`config.mk`:
```
export PLATFORM = sky130hd
export DESIGN_NAME = q100_dtcm_arbiter
export DESIGN_NICKNAME = d
export VERILOG_FILES = /design/src/rtl/q100_dtcm_arbiter.sv
export SDC_FILE = /design/constraint.sdc
export NUM_CORES = 1
export LEC_CHECK = 0
export ABC_AREA = 1
export CELL_PAD_IN_SITES_DETAIL_PLACEMENT = 0
export CELL_PAD_IN_SITES_GLOBAL_PLACEMENT = 1
export CORE_UTILIZATION = 19
export CTS_BUF_LIST = sky130_fd_sc_hd__clkbuf_4
export DETAILED_ROUTE_END_ITERATION = 8
export GPL_TIMING_DRIVEN = 0
export PLACE_DENSITY_LB_ADDON = 0.1
export SLEW_MARGIN = 20
export SYNTH_ARGS = -nofsm -noshare
export SYNTH_HDL_FRONTEND = slang
export SYNTH_SLANG_ARGS = --single-unit
```
`constraint.sdc`:
```
create_clock -name clk -period 1.62 [get_ports clk]
set_input_delay 0.162 -clock clk [delete_from_list [all_inputs] [get_ports clk]]
set_output_delay 0.162 -clock clk [all_outputs]
set_load 0.05 [all_outputs]
```
`src/rtl/q100_dtcm_arbiter.sv`:
```
// q100_dtcm_arbiter: shares the single DTCM port between the core MEM stage
// (fixed priority) and a loader/debug DMA master that uses idle cycles. A
// starvation counter opens a bounded DMA window during which the core stalls.
// Optional statistics counters are built when Q100_DTCM_ARB_STATS_EN is defined.
module q100_dtcm_arbiter #(
  parameter int ADDR_W     = 16,
  parameter int DATA_W     = 32,
  parameter int BANK_N     = 4,
  parameter int STARVE_MAX = 8,
  parameter int DMA_WINDOW = 4
) (
  input  logic              clk,
  input  logic              rst,
  input  logic              core_req_i,
  input  logic [ADDR_W-1:0] core_addr_i,
  input  logic [BANK_N-1:0] core_we_i,
  input  logic [DATA_W-1:0] core_wdata_i,
  output logic [DATA_W-1:0] core_rdata_o,
  output logic              core_stall_o,
  input  logic              dma_req_i,
  output logic              dma_gnt_o,
  input  logic [ADDR_W-1:0] dma_addr_i,
  input  logic [BANK_N-1:0] dma_we_i,
  input  logic [DATA_W-1:0] dma_wdata_i,
  output logic              dma_rvalid_o,
  output logic [DATA_W-1:0] dma_rdata_o,
  output logic [ADDR_W-1:0] dtcm_addr_o,
  output logic [BANK_N-1:0] dtcm_we_o,
  output logic [DATA_W-1:0] dtcm_data_o,
  input  logic [DATA_W-1:0] dtcm_data_i
`ifdef Q100_DTCM_ARB_STATS_EN
  ,
  input  logic              stat_clr_i,
  output logic [31:0]       stat_core_beats_o,
  output logic [31:0]       stat_dma_beats_o,
  output logic [31:0]       stat_stall_cycles_o
`endif
);

  localparam int STARVE_W = (STARVE_MAX > 1) ? $clog2(STARVE_MAX) : 1;
  localparam int WIN_W    = (DMA_WINDOW > 1) ? $clog2(DMA_WINDOW) : 1;

  typedef enum logic [0:0] {
    S_CORE = 1'b0,
    S_DMA  = 1'b1
  } state_t;

  state_t              state_r;
  state_t              state_s;
  logic [STARVE_W-1:0] starve_r;
  logic [STARVE_W-1:0] starve_s;
  logic [WIN_W-1:0]    win_r;
  logic [WIN_W-1:0]    win_s;
  logic                sel_core_s;
  logic                sel_dma_s;
  logic                rd_pend_r;
  logic [DATA_W-1:0]   rdata_hold_r;

  // Next-state, requester selection and starvation/window counter decode
  always_comb begin
    state_s    = state_r;
    starve_s   = starve_r;
    win_s      = win_r;
    sel_core_s = 1'b0;
    sel_dma_s  = 1'b0;
    case (state_r)
      S_CORE: begin
        if (core_req_i) begin
          sel_core_s = 1'b1;
          if (dma_req_i) begin
            if (starve_r == STARVE_W'(STARVE_MAX - 1)) begin
              state_s  = S_DMA;
              win_s    = {WIN_W{1'b0}};
              starve_s = {STARVE_W{1'b0}};
            end else begin
              starve_s = starve_r + STARVE_W'(1);
            end
          end else begin
            starve_s = {STARVE_W{1'b0}};
          end
        end else begin
          sel_dma_s = dma_req_i;
          starve_s  = {STARVE_W{1'b0}};
        end
      end
      S_DMA: begin
        if (dma_req_i) begin
          sel_dma_s = 1'b1;
          win_s     = win_r + WIN_W'(1);
          if (win_r == WIN_W'(DMA_WINDOW - 1)) begin
            state_s = S_CORE;
          end else begin
            state_s = S_DMA;
          end
        end else begin
          state_s = S_CORE;
        end
      end
      default: begin
        state_s  = S_CORE;
        starve_s = {STARVE_W{1'b0}};
        win_s    = {WIN_W{1'b0}};
      end
    endcase
  end

  // Stall comes straight from the state register so it never glitches
  assign core_stall_o = (state_r == S_DMA);
  assign dma_gnt_o    = sel_dma_s;

  // With no selection the port performs a harmless read at the core address
  assign dtcm_addr_o  = sel_dma_s ? dma_addr_i : core_addr_i;
  assign dtcm_we_o    = sel_dma_s ? dma_we_i : (sel_core_s ? core_we_i : {BANK_N{1'b0}});
  assign dtcm_data_o  = sel_dma_s ? dma_wdata_i : core_wdata_i;
  assign core_rdata_o = dtcm_data_i;

  // DMA read data is live in the return cycle, then held until the next DMA read
  assign dma_rvalid_o = rd_pend_r;
  assign dma_rdata_o  = rd_pend_r ? dtcm_data_i : rdata_hold_r;

  // Arbitration state and counters
  always_ff @(posedge clk or negedge rst) begin
    if (!rst) begin
      state_r  <= S_CORE;
      starve_r <= {STARVE_W{1'b0}};
      win_r    <= {WIN_W{1'b0}};
    end else begin
      state_r  <= state_s;
      starve_r <= starve_s;
      win_r    <= win_s;
    end
  end

  // DMA read-return tracking and read-data hold register
  always_ff @(posedge clk or negedge rst) begin
    if (!rst) begin
      rd_pend_r    <= 1'b0;
      rdata_hold_r <= {DATA_W{1'b0}};
    end else begin
      rd_pend_r <= sel_dma_s && (dma_we_i == {BANK_N{1'b0}});
      if (rd_pend_r) begin
        rdata_hold_r <= dtcm_data_i;
      end
    end
  end

`ifdef Q100_DTCM_ARB_STATS_EN
  logic [31:0] stat_core_r;
  logic [31:0] stat_dma_r;
  logic [31:0] stat_stall_r;

  function automatic logic [31:0] sat_inc(input logic [31:0] val, input logic en);
    if (en && (val != 32'hFFFF_FFFF)) begin
      return val + 32'd1;
    end else begin
      return val;
    end
  endfunction

  // Saturating usage counters; a clear pulse wins over a same-cycle increment
  always_ff @(posedge clk or negedge rst) begin
    if (!rst) begin
      stat_core_r  <= 32'd0;
      stat_dma_r   <= 32'd0;
      stat_stall_r <= 32'd0;
    end else if (stat_clr_i) begin
      stat_core_r  <= 32'd0;
      stat_dma_r   <= 32'd0;
      stat_stall_r <= 32'd0;
    end else begin
      stat_core_r  <= sat_inc(stat_core_r, sel_core_s);
      stat_dma_r   <= sat_inc(stat_dma_r, sel_dma_s);
      stat_stall_r <= sat_inc(stat_stall_r, core_stall_o);
    end
  end

  assign stat_core_beats_o   = stat_core_r;
  assign stat_dma_beats_o    = stat_dma_r;
  assign stat_stall_cycles_o = stat_stall_r;
`endif

endmodule

```
==> flow_metrics.env <==
export IMPL_worstPathArrival_ns=1.61
export IMPL_grtUsageTotal_pct=13.9
export IMPL_endpoints_failing_setup=83
export IMPL_grt_pass1_vias=2959
export IMPL_placed_instances=737
export IMPL_detail_route_wirelength_um=10200
export IMPL_synth_mux_area_share_pct=14.5
export IMPL_finish_cell_count_without_fillers=779
export IMPL_synth_lib_cells_used_distinct=20
export IMPL_die_width_um=116
export IMPL_die_area_um2=13500
export IMPL_crit_end_category="primary output"
export IMPL_worst_endpoint_required_ns=1.46
export IMPL_maxSlewViolCount=0
export IMPL_power_leakage_nw=3.15
export IMPL_finalHoldViolations=0
export IMPL_worst_min_path_class="in -> reg"
export IMPL_yosys_area_share_adder_pct=1.51
export IMPL_layout_nets=748
export IMPL_cts_root_buf="sky130_fd_sc_hd__clkbuf_4"
export IMPL_core_region_area_um2=12700
export IMPL_syn_instance_count=307
export IMPL_post_synth_cell_area_avg_um2=8.09
export IMPL_initial_antenna_violation_count=1
export IMPL_placement_io_buffers=257
export IMPL_violations="negative setup slack"
export IMPL_timing_final_crit_share_pct=109
export IMPL_yosys_area_share_simple_pct=27.7
export IMPL_io_pin_count=259
export IMPL_timing_critical_path_fanout_max=6
export IMPL_synth_seq_area_share_pct=39.3
export IMPL_drt_antenna_violating_nets=0
export IMPL_clkLatencyLatePin_ns=0.35
export IMPL_worst_setup_path_start_kind="register"
export IMPL_overflow=0
export IMPL_tritoncts="built"
export IMPL_clock_fmax_mhz=564
export IMPL_outcome="complete, but fails checks"
export IMPL_synth_ff_latch_count=39
export IMPL_maximum_number_of_pins_on_one_net_before_global_route_repair=24
export IMPL_std_cell_rows=41
export IMPL_ys_warnings_count=0
export IMPL_whs_ns=0.195
export IMPL_worst_setup_path_type="reg -> out"
export IMPL_mappedNetlistArea_um2=2480
export IMPL_area_growth_synth_to_final_pct=161
export IMPL_floorplan_initialDensity_pct=19.6
export IMPL_grt_setup_unrepaired="true"
export IMPL_worst_clock_skew_ns=0.0117
export IMPL_max_slew_headroom_at_the_worst_pin_pct=65.8
export IMPL_p_per_cell_area_nw_per_um2=753
export IMPL_mappedNetlistNets=450
export IMPL_layout_drive_gt1_share_pct=49.2
export IMPL_post_synth_xor_area_fraction_pct=0
export IMPL_global_placement_routability_congestion=0.701
export IMPL_cts_sinks=39
export IMPL_drt_initial_drc_count=49
export IMPL_tightestPinTransition_ns=0.516
export IMPL_detail_route_first_pass_iterations=4
export IMPL_worst_ir_drop_vdd_mv=0.241
export IMPL_drt_drc_violations_left=0
export IMPL_cts_max_level=2
export IMPL_wire_length_of_the_first_global_routing_pass_um=14400
export IMPL_power_w=0.00488
export IMPL_most_common_library_cell_in_the_layout_ignoring_fill_and_taps="sky130_fd_sc_hd__clkdlybuf4s50_1"
export IMPL_die_height_um=116
export IMPL_fin_ws_ns=-0.154
export IMPL_clk_transition_reported_paths_ns=0.13
export IMPL_multiInputGateArea_um2=1530
export IMPL_tritoncts_num_buffers=5
export IMPL_drt_wirelength_per_cell_um=13.1
export IMPL_seqCellArea_um2=978
export IMPL_time_the_worst_path_needs_with_i_o_delays_and_setup_ns=1.77
export IMPL_hpwl_um=7970
export IMPL_final_cell_mix="137 x sky130_fd_sc_hd__clkdlybuf4s50_1, 78 x sky130_fd_sc_hd__nand2_1, 65 x sky130_fd_sc_hd__buf_8, 64 x sky130_fd_sc_hd__nand2_2, 57 x sky130_fd_sc_hd__buf_4"
export IMPL_fill_cells=1204
export IMPL_synth_top_family_by_area="simple AND/OR/NAND/NOR gates"
export IMPL_final_util_pct=51.2
export IMPL_max_cap_violations=0
export IMPL_via_count=3093
export IMPL_clock_path_buffers=2
export IMPL_compound_cell_area_share_of_the_yosys_netlist_pct=1.41
export IMPL_routed_via_density=3.97
export IMPL_place_ws_ns=-0.713
-- cells by family (layout without fill, tap and decap cells) --
kind of cell	after synthesis	in the layout
fa+ha+maj	3	3
other cells	0	1
mux	32	32
compound gates	7	7
simple gates	170	171
flops	39	39
buf+inv	56	354
-- registers in the layout, indices dropped and copies added, names as in the netlist --
signal	cells
core_stall_o	1
dma_rvalid_o	1
starve_r	3
win_r	2
rdata_hold_r	32
-- power breakdown --
part	total (W)	switching, W	internal, W
registers	0.00118	0.0000469	0.00113
logic	0.00321	0.00175	0.00147
clock network	0.000493	0.000334	0.000159
-- metrics by stage --
step                setup TNS (ns)  cell area, µm²
floorplan                   -0.319            2610
global placement            -76.34            5400
detailed placement          -52.73            5420
CTS                         -14.46            5990
global route                -14.57            6490
finish                       -8.46            6490
-- final timing paths --
check | from | to | slack, ns | cells after the start
worst min register to register | starve_r[2] | starve_r[2] | 0.52 | 2
worst max-delay path | core_stall_o | dtcm_addr_o[4] | -0.15 | 9
worst max register to register | core_stall_o | win_r[0] | 0.31 | 7
min in group asynchronous | rst | rdata_hold_r[30] | 0.28 | 2
max in group asynchronous | rst | core_stall_o | 0.87 | 3
worst min-delay path | dma_req_i | win_r[1] | 0.19 | 3
-- cells in the mapped netlist, drive strengths merged --
cell type    n  area [µm²]
nand2      161         644
buf         47         350
dfrtp       39         976
mux2        32         360
inv          8        32.5
o21ai        7        35.0
nand3        4        20.0
ha           3        37.5
nor2         3        11.3
clkbuf       1        3.75
nand3b       1        7.51
nand4        1        6.26
-- final cells by class --
type	count	share of cell area (%)
Buffer	46	6.44
Timing Repair Buffer	292	50.1
Antenna cell	1	0.0386
Inverter	8	0.578
Clock inverter	3	0.231
Multi-Input combinational cell	213	23.6
Clock buffer	5	0.578
Sequential cell	39	15.1
Tap cell	172	3.32
-- layer usage --
| metal | vias up | share of wire [%] | global-route usage, % |
|---|---|---|---|
| li1 | 1527 | - | - |
| met1 | 1407 | 32 | 13.0 |
| met2 | 153 | 56 | 27.6 |
| met3 | 6 | 11 | 5.66 |
| met4 | 0 | 0.92 | 3.33 |
| met5 | - | 0 | 0 |
-- worst max-delay path: stages, from the launching register on --
cell,delay [ns]
sky130_fd_sc_hd__dfrtp_2,0.46
sky130_fd_sc_hd__inv_4,0.08
sky130_fd_sc_hd__nand2_8,0.06
sky130_fd_sc_hd__nand2_8,0.09
sky130_fd_sc_hd__inv_6,0.04
sky130_fd_sc_hd__buf_8,0.13
sky130_fd_sc_hd__buf_6,0.14
sky130_fd_sc_hd__nand2_1,0.07
sky130_fd_sc_hd__nand2_2,0.05
sky130_fd_sc_hd__buf_6,0.14
-- repair_timing --
item	CTS	global route
setup buffers	13	16
endpoints found under the setup margin	119	85
hold buffers	1	0
gates resized for setup	698	96
endpoints found under the hold margin	16	0
pin swaps	3	12
cloned	3	3
Power figures use the tool's default switching activity.
